`src/rtl/score_note_buffer_if.sv`:
```
// Interface bundling the note-capture, cursor/status and renderer read signals
// of the score note buffer. The design drives the slave side; the producer
// and renderer side drives the master side.
interface score_note_buffer_if #(
    parameter int NUM_SCORES      = 4,
    parameter int SLOTS_PER_SCORE = 16,
    parameter int NOTE_W          = 8,
    parameter int DUR_W           = 4
);
    localparam int SC_W = $clog2(NUM_SCORES);
    localparam int SL_W = $clog2(SLOTS_PER_SCORE);

    // Write side: decoded note events and page erase request
    logic [NOTE_W-1:0] note;
    logic [DUR_W-1:0]  duration;
    logic              note_dec;
    logic              clear_req;

    // Renderer read port
    logic [SC_W-1:0]   rd_score;
    logic [SL_W-1:0]   rd_slot;
    logic              rd_valid;
    logic [NOTE_W-1:0] rd_note;
    logic [DUR_W-1:0]  rd_duration;

    // Cursor and status
    logic [SC_W-1:0]   wr_score;
    logic [SL_W-1:0]   wr_slot;
    logic              busy;
    logic              dropped;

    modport master (
        output note, duration, note_dec, clear_req, rd_score, rd_slot,
        input  rd_valid, rd_note, rd_duration, wr_score, wr_slot, busy, dropped
    );

    modport slave (
        input  note, duration, note_dec, clear_req, rd_score, rd_slot,
        output rd_valid, rd_note, rd_duration, wr_score, wr_slot, busy, dropped
    );
endinterface

```
`src/rtl/score_note_buffer.sv`:
```
// Score note buffer: stores decoded notes in arrival order into a
// NUM_SCORES x SLOTS_PER_SCORE memory, clears a full page before placing the
// next note, and serves the pixel renderer with a fixed 2-cycle read latency.
module score_note_buffer #(
    parameter int NUM_SCORES      = 4,
    parameter int SLOTS_PER_SCORE = 16,
    parameter int NOTE_W          = 8,
    parameter int DUR_W           = 4
) (
    input  logic                 clk,
    input  logic                 reset,
    score_note_buffer_if.slave   bus
);
    localparam int SC_W  = $clog2(NUM_SCORES);
    localparam int SL_W  = $clog2(SLOTS_PER_SCORE);
    localparam int AW    = SC_W + SL_W;
    localparam int DEPTH = NUM_SCORES * SLOTS_PER_SCORE;
    localparam int EW    = 1 + NOTE_W + DUR_W;

    typedef enum logic [1:0] {
        CLEAR = 2'd0,
        IDLE  = 2'd1,
        PEND  = 2'd2
    } state_t;

    state_t            state_reg, state_next;
    // Both sizes are powers of two, so {score, slot} is a linear address and
    // the cursor advances as a single counter that wraps slot into score.
    logic [AW-1:0]     cursor_reg, cursor_next;
    logic [AW-1:0]     clr_idx_reg, clr_idx_next;
    logic              page_full_reg, page_full_next;
    logic              pend_vld_reg, pend_vld_next;
    logic [NOTE_W-1:0] pend_note_reg, pend_note_next;
    logic [DUR_W-1:0]  pend_dur_reg, pend_dur_next;
    logic              dropped_reg, dropped_next;

    logic              we;
    logic [AW-1:0]     waddr;
    logic [EW-1:0]     wdata;

    logic [EW-1:0]     mem [DEPTH];
    logic [EW-1:0]     rdata_reg;
    logic              busy_s1_reg;
    logic              rd_valid_reg;
    logic [NOTE_W-1:0] rd_note_reg;
    logic [DUR_W-1:0]  rd_dur_reg;

    logic              busy;
    logic [AW-1:0]     raddr;

    assign busy  = (state_reg == CLEAR);
    assign raddr = {bus.rd_score, bus.rd_slot};

    // Control state register
    always_ff @(posedge clk) begin
        if (!reset) begin
            state_reg     <= CLEAR;
            cursor_reg    <= '0;
            clr_idx_reg   <= '0;
            page_full_reg <= 1'b0;
            pend_vld_reg  <= 1'b0;
            pend_note_reg <= '0;
            pend_dur_reg  <= '0;
            dropped_reg   <= 1'b0;
        end else begin
            state_reg     <= state_next;
            cursor_reg    <= cursor_next;
            clr_idx_reg   <= clr_idx_next;
            page_full_reg <= page_full_next;
            pend_vld_reg  <= pend_vld_next;
            pend_note_reg <= pend_note_next;
            pend_dur_reg  <= pend_dur_next;
            dropped_reg   <= dropped_next;
        end
    end

    // Next-state, cursor handling and memory write request
    always_comb begin
        state_next     = state_reg;
        cursor_next    = cursor_reg;
        clr_idx_next   = clr_idx_reg;
        page_full_next = page_full_reg;
        pend_vld_next  = pend_vld_reg;
        pend_note_next = pend_note_reg;
        pend_dur_next  = pend_dur_reg;
        dropped_next   = 1'b0;
        we             = 1'b0;
        waddr          = cursor_reg;
        wdata          = '0;

        case (state_reg)
            CLEAR: begin
                // One entry per cycle; events arriving now are lost.
                we           = 1'b1;
                waddr        = clr_idx_reg;
                wdata        = '0;
                dropped_next = bus.note_dec;
                clr_idx_next = clr_idx_reg + AW'(1);
                if (clr_idx_reg == {AW{1'b1}}) begin
                    state_next = pend_vld_reg ? PEND : IDLE;
                end
            end

            PEND: begin
                // The note that overflowed the old page opens the new one.
                we             = 1'b1;
                waddr          = '0;
                wdata          = {1'b1, pend_note_reg, pend_dur_reg};
                cursor_next    = AW'(1);
                page_full_next = 1'b0;
                pend_vld_next  = 1'b0;
                dropped_next   = bus.note_dec;
                state_next     = IDLE;
            end

            IDLE: begin
                if (bus.clear_req) begin
                    state_next     = CLEAR;
                    clr_idx_next   = '0;
                    cursor_next    = '0;
                    page_full_next = 1'b0;
                    dropped_next   = bus.note_dec;
                end else if (bus.note_dec && (bus.duration != '0)) begin
                    if (page_full_reg) begin
                        pend_vld_next  = 1'b1;
                        pend_note_next = bus.note;
                        pend_dur_next  = bus.duration;
                        clr_idx_next   = '0;
                        state_next     = CLEAR;
                    end else begin
                        we          = 1'b1;
                        waddr       = cursor_reg;
                        wdata       = {1'b1, bus.note, bus.duration};
                        cursor_next = cursor_reg + AW'(1);
                        if (cursor_reg == {AW{1'b1}}) begin
                            page_full_next = 1'b1;
                        end
                    end
                end
            end

            default: begin
                state_next = CLEAR;
            end
        endcase
    end

    // Note memory: one write port, registered read-before-write read port
    always_ff @(posedge clk) begin
        if (we && reset) begin
            mem[waddr] <= wdata;
        end
        rdata_reg <= mem[raddr];
    end

    // Read output stage; reads launched during a clear report empty slots
    always_ff @(posedge clk) begin
        if (!reset) begin
            busy_s1_reg  <= 1'b1;
            rd_valid_reg <= 1'b0;
            rd_note_reg  <= '0;
            rd_dur_reg   <= '0;
        end else begin
            busy_s1_reg  <= busy;
            rd_valid_reg <= rdata_reg[EW-1] & ~busy_s1_reg;
            rd_note_reg  <= rdata_reg[DUR_W +: NOTE_W];
            rd_dur_reg   <= rdata_reg[DUR_W-1:0];
        end
    end

    assign bus.rd_valid    = rd_valid_reg;
    assign bus.rd_note     = rd_note_reg;
    assign bus.rd_duration = rd_dur_reg;
    assign bus.wr_score    = cursor_reg[AW-1:SL_W];
    assign bus.wr_slot     = cursor_reg[SL_W-1:0];
    assign bus.busy        = busy;
    assign bus.dropped     = dropped_reg;
endmodule
```
`src/flat_wrapper.sv`:
```
// flat-port wrapper written by rule: the top's interface ports become plain ports
module score_note_buffer_flat 
#(
    parameter int NUM_SCORES      = 4,
    parameter int SLOTS_PER_SCORE = 16,
    parameter int NOTE_W          = 8,
    parameter int DUR_W           = 4
)
  (clk, reset, bus_note, bus_duration, bus_note_dec, bus_clear_req, bus_rd_score, bus_rd_slot, bus_rd_valid, bus_rd_note, bus_rd_duration, bus_wr_score, bus_wr_slot, bus_busy, bus_dropped);
  score_note_buffer_if #(.NUM_SCORES(NUM_SCORES), .SLOTS_PER_SCORE(SLOTS_PER_SCORE), .NOTE_W(NOTE_W), .DUR_W(DUR_W)) bus_i ();
  input  logic clk;
  input  logic reset;
  input wire logic [$bits(bus_i.note)-1:0] bus_note;
  input wire logic [$bits(bus_i.duration)-1:0] bus_duration;
  input wire logic [$bits(bus_i.note_dec)-1:0] bus_note_dec;
  input wire logic [$bits(bus_i.clear_req)-1:0] bus_clear_req;
  input wire logic [$bits(bus_i.rd_score)-1:0] bus_rd_score;
  input wire logic [$bits(bus_i.rd_slot)-1:0] bus_rd_slot;
  output wire logic [$bits(bus_i.rd_valid)-1:0] bus_rd_valid;
  output wire logic [$bits(bus_i.rd_note)-1:0] bus_rd_note;
  output wire logic [$bits(bus_i.rd_duration)-1:0] bus_rd_duration;
  output wire logic [$bits(bus_i.wr_score)-1:0] bus_wr_score;
  output wire logic [$bits(bus_i.wr_slot)-1:0] bus_wr_slot;
  output wire logic [$bits(bus_i.busy)-1:0] bus_busy;
  output wire logic [$bits(bus_i.dropped)-1:0] bus_dropped;
  assign bus_i.note = bus_note;
  assign bus_i.duration = bus_duration;
  assign bus_i.note_dec = bus_note_dec;
  assign bus_i.clear_req = bus_clear_req;
  assign bus_i.rd_score = bus_rd_score;
  assign bus_i.rd_slot = bus_rd_slot;
  assign bus_rd_valid = bus_i.rd_valid;
  assign bus_rd_note = bus_i.rd_note;
  assign bus_rd_duration = bus_i.rd_duration;
  assign bus_wr_score = bus_i.wr_score;
  assign bus_wr_slot = bus_i.wr_slot;
  assign bus_busy = bus_i.busy;
  assign bus_dropped = bus_i.dropped;
  score_note_buffer #(.NUM_SCORES(NUM_SCORES), .SLOTS_PER_SCORE(SLOTS_PER_SCORE), .NOTE_W(NOTE_W), .DUR_W(DUR_W)) u_core (.clk(clk), .reset(reset), .bus(bus_i));
endmodule
```
`config.mk`:
```
export PLATFORM = sky130hd
export DESIGN_NAME = score_note_buffer_flat
export DESIGN_NICKNAME = d
export VERILOG_FILES = /design/src/rtl/score_note_buffer_if.sv /design/src/rtl/score_note_buffer.sv /design/src/flat_wrapper.sv
export SDC_FILE = /design/constraint.sdc
export NUM_CORES = 1
export LEC_CHECK = 0
export BUFFER_PORTS_ARGS = -buffer_cell sky130_fd_sc_hd__buf_2
export CAP_MARGIN = 40
export CORE_MARGIN = 2
export CORE_UTILIZATION = 50
export DETAILED_ROUTE_END_ITERATION = 8
export MAX_ROUTING_LAYER = met4
export PLACE_DENSITY = 0.72
export SYNTH_ARGS = -nofsm -noshare
export SYNTH_HDL_FRONTEND = slang
export SYNTH_SLANG_ARGS = --single-unit
```
`constraint.sdc`:
```
create_clock -name clk -period 10.2 [get_ports clk]
set_clock_uncertainty 0.05 [all_clocks]
set_input_delay 2.04 -clock clk [delete_from_list [all_inputs] [get_ports clk]]
set_output_delay 2.04 -clock clk [all_outputs]
set_load 0.005 [all_outputs]
```
# == After elaboration in Yosys (flattened, before gate mapping) ==
# Memory sizes are Yosys's and may differ from the RTL's. A register that Yosys moved wholly into a read port is not among the register bits.
# Cells that the tools add are included.
# op_classes
addsub,2
eq_ne,11
mux,36
bitwise,3
reduce_logical,13
# ops
operator,count
two-way mux 13 bit,3
two-way mux 6 bit,6
case mux 6 bit (2 select lines),3
case mux 13 bit (2 select lines),1
two-way mux 1 bit,13
"adder 6 x 1 -> 6 bit, second input constant",2
"equality test 6 bit, second input constant",2
two-way mux 2 bit,5
AND reduction 3 bit,3
case mux 1 bit (2 select lines),4
AND reduction 4 bit,2
"inequality test 2 x 1 -> 1 bit, second input constant",3
"inequality test 3 x 2 -> 1 bit, second input constant",2
case mux 2 bit (3 select lines),1
nonzero test 2 bit,2
nonzero test 4 bit,1
"inequality test 3 bit, second input constant",1
"equality test 2 x 1 -> 1 bit, second input constant",1
"equality test 2 bit, second input constant",1
logical AND 1 bit,2
zero test 2 bit,1
"inequality test 2 bit, second input constant",1
NOT 1 bit,2
AND reduction 2 bit,1
other kinds (2),2
# totals
register_bits,43
ram_bits,832
output_inout_bits,21
word_cells,78
n_memories,1
# mem_list
memory,depth,word_bits,read_ports,rd_ports_with_merged_regs,wr,line_no,rtl
u_core.mem,64,13,1,1,1,score_note_buffer.sv:41,logic [EW-1:0] mem [DEPTH];

# == Depth between registers and ports, before layout ==
# depth
ltp_word,8
ltp_mapped,10
ltp_nobuf,7

# == Worst setup path after synthesis ==
# No wires, ideal clock.
# synth_path
path_kind,input to register
startpoint,input port bus_clear_req
endpoint,memory u_core.mem[0][10] (netlist bit) (data pin)
setup_ns,0.516
t_arrival_ns,4.533
required_ns,9.634
path_slack_ns,5.101
stages,5
path_cell_list,nand2b_1 -> nor3_1 -> clkbuf_1 -> a22oi_1 -> nor2b_1
# synth_between
elab_chain_len,2
# synth_rtl
element,line_no,rtl
"start, declared",flat_wrapper.sv:16,input wire logic [$bits(bus_i.clear_req)-1:0] bus_clear_req;
two-way mux 13 bit,score_note_buffer.sv:117,if (bus.clear_req) begin
case mux 13 bit (2 select lines),score_note_buffer.sv:91,case (state_reg)
named net u_core.wdata[10],score_note_buffer.sv:39,logic [EW-1:0] wdata;
"end, declared",score_note_buffer.sv:41,
# The timed path passes the listed nets, and every way through them passes these cells.

==> metrics.cfg <==
[run_status]
status=completed

[cells_and_area]
area_growth_pct=13.2
final_cell_mix=edfxtp_1, mux4_2, nor2_1
multi_input_area_um2=7860
num_antenna_cells=0
nFillCells=4819
finalInstanceArea_um2=38900
drive_gt1_frac=0.270
fin_nets=1804
final_common_cell=edfxtp_1
ff_latch_area_um2=26100
largest_reg_flops=832

[routing]
routed_via_density=6.24
drc=0
wl_per_cell_um=28.1
dr.pass1.iters=7
postRouteAntennaNets=0
vias=17000
routed_wl_um=76700
first_iter_violations=2198

[clock_tree]
cts_sinks=888
cts_buffers=87
cts_hold_buf=0
post_cts_buffers=0
cts_resized=0
cts_max_level=3
cts.path.max_buffers=3
clkTransAtPathRegs_ns=0.06
clkLatencyLatePin_ns=0.64
cts_tree=yes
cts_root_buf=clkbuf_16

[timing]
tns_ns=0
max_slew.worst_pin.slew_ns=0.938
fin_ws_ns=5.55
hold_viol=0
setup_viol_count_final=0
slew-limit-headroom=0.375
grt_setup_unrepaired=false
whs_ns=0.449
period_minus_slack_ns=4.65
fmax_ghz=0.215
final_max_slew_viol_count=0
period_share=0.456

[logic_synthesis]
syn_nets=1667
synth_edf_count=832
netlist_area_um2=34400
synth_flop_cell=edfxtp_1
synth_cells=1639
synth_cell_types=53
async_reset_ff_frac=0
synth.avg_cell_area_um2=21.0
seq_area_frac_synth=0.759
ys_ff_latch=888
yosysWarnings=0

[worst_setup_path]
crit_required_ns=10.64
cp.arrival_ns=5.09
worstSetupEndpointType=register
critPathSlowestCell=buf_8
r2r_start=u_core.state_reg[0]
critPathCapture=u_core.rdata_reg[1]
r2r_end=u_core.mem[63][2]
reg2reg_slack_ns=6.64
r2r_cells=8
path_cells=buf_8 > buf_12 > mux4_2 > mux2i_1 > a21oi_1 > o21ai_0 > o31ai_1
criticalPathCategory=input pin to register
crit_path_start=bus_rd_slot[1]
start_kind=input pin
max_stage_delay_ns=0.60
critical_path_peak_fanout=86

[power_and_ir_drop]
ir_drop_mv=0.128
cellPowerDensity_nw_per_um2=189
p_seq_frac=0.540
cellLeakagePower_nw=13.0
p_switching_w=0.00150
p_comb_frac=0.043
p_sw_frac=0.204
p_int_w=0.00586
finalPower_w=0.00737
p_clk_frac=0.417

[placed_design]
postPlaceCellArea_um2=36200
post-place-ws_ns=4.85
place_congestion=0.826
dp_hpwl_um=44600
port-buffer-count=42

[die]
fp-row-count=96
io_pins=43
dieArea_um2=70900
die_w_um=266
die_h_um=266
initial_core_util=0.503
coreArea_um2=68300

[grt]
grt_pass1_vias=17000
grt_pass1_wl_um=114000
grt_start_max_net_pins=87
antenna_found_initial=0
grt_usage=0.228
grt.overflow.total=0

[flow_run]
maxCapViolCount=0

[min_path]
hold_class=register to register

-- power groups by stage --
stage	clock (W)	combinational (W)	sequential (W)
2_1_floorplan	0	0.000215	0.00405
5_1_grt	0.00326	0.000337	0.00398
4_1_cts	0.00312	0.000317	0.00398
3_5_place_dp	0	0.000315	0.00406
3_3_place_gp	0	0.000307	0.00406
6_report	0.00307	0.000316	0.00398
-- cell type report --
class                      instances  area share
sequential                       888       0.670
multi-input combinational        654       0.202
clock buffer                     122      0.0625
tap                              882      0.0283
timing repair buffer             134      0.0281
clock inverter                    38     0.00784
inverter                          11     0.00106
-- routing by layer --
| metal | share of wire | track usage |
|---|---|---|
| met1 | 0.41 | 0.326 |
| met2 | 0.47 | 0.340 |
| met3 | 0.10 | 0.0471 |
| met4 | 0.020 | 0.0571 |
| met5 | 0 | - |
-- worst max-delay path, delay by kind of cell --
| kind | cells | cell delay (ns) |
|---|---|---|
| AOI/OAI and AO/OA | 3 | 0.85 |
| muxes | 2 | 0.92 |
| buffers and inverters | 2 | 1.15 |
-- through the flow --
step	utilization	cells
floorplan	-	1639
global placement	0.525	2549
detailed placement	0.530	2569
CTS	0.570	2729
global route	0.570	2729
finish	0.570	2729
-- worst min-delay path by stage --
| stage | from | end | slack (ns) | depth (start not counted) |
|---|---|---|---|---|
| floorplan | u_core.busy_s1_reg | u_core.bus.rd_valid | 0.32 | 1 |
| global placement | u_core.pend_note_reg[0] | u_core.pend_note_reg[0] | 0.42 | 2 |
| detailed placement | u_core.pend_dur_reg[0] | u_core.pend_dur_reg[0] | 0.43 | 2 |
| CTS | u_core.pend_dur_reg[0] | u_core.pend_dur_reg[0] | 0.45 | 2 |
| global route | u_core.pend_note_reg[5] | u_core.pend_note_reg[5] | 0.47 | 2 |
| finish | u_core.pend_dur_reg[0] | u_core.pend_dur_reg[0] | 0.45 | 2 |
-- cells in the mapped netlist, types with 18 or more instances --
| cell type | n | area (um^2) |
|---|---|---|
| clkbuf_1 | 34 | 128 |
| mux4_1 | 18 | 473 |
| a21oi_1 | 27 | 135 |
| buf_2 | 24 | 120 |
| edfxtp_1 | 832 | 25000 |
| nor2_1 | 106 | 398 |
| dfxtp_1 | 56 | 1120 |
| nand2_1 | 47 | 176 |
| mux4_2 | 206 | 4640 |
| nor2b_1 | 24 | 150 |
| o21ai_0 | 18 | 90.1 |
| mux2i_1 | 50 | 500 |
-- kinds of logic (layout without fill, tap and decap cells) --
kind of cell               count (synthesis)  in the layout  share of synthesized area
AOI/OAI and AO/OA                        138            138                     0.0271
xor gates and xnor gates                   8              8                    0.00204
adders and majority gates                  6              6                    0.00218
buffers and inverters                     97            305                     0.0163
DFF                                      888            888                      0.759
muxes                                    275            275                      0.163
and+or+nand+nor                          227            227                     0.0300
(Power assumes the default switching activity.)
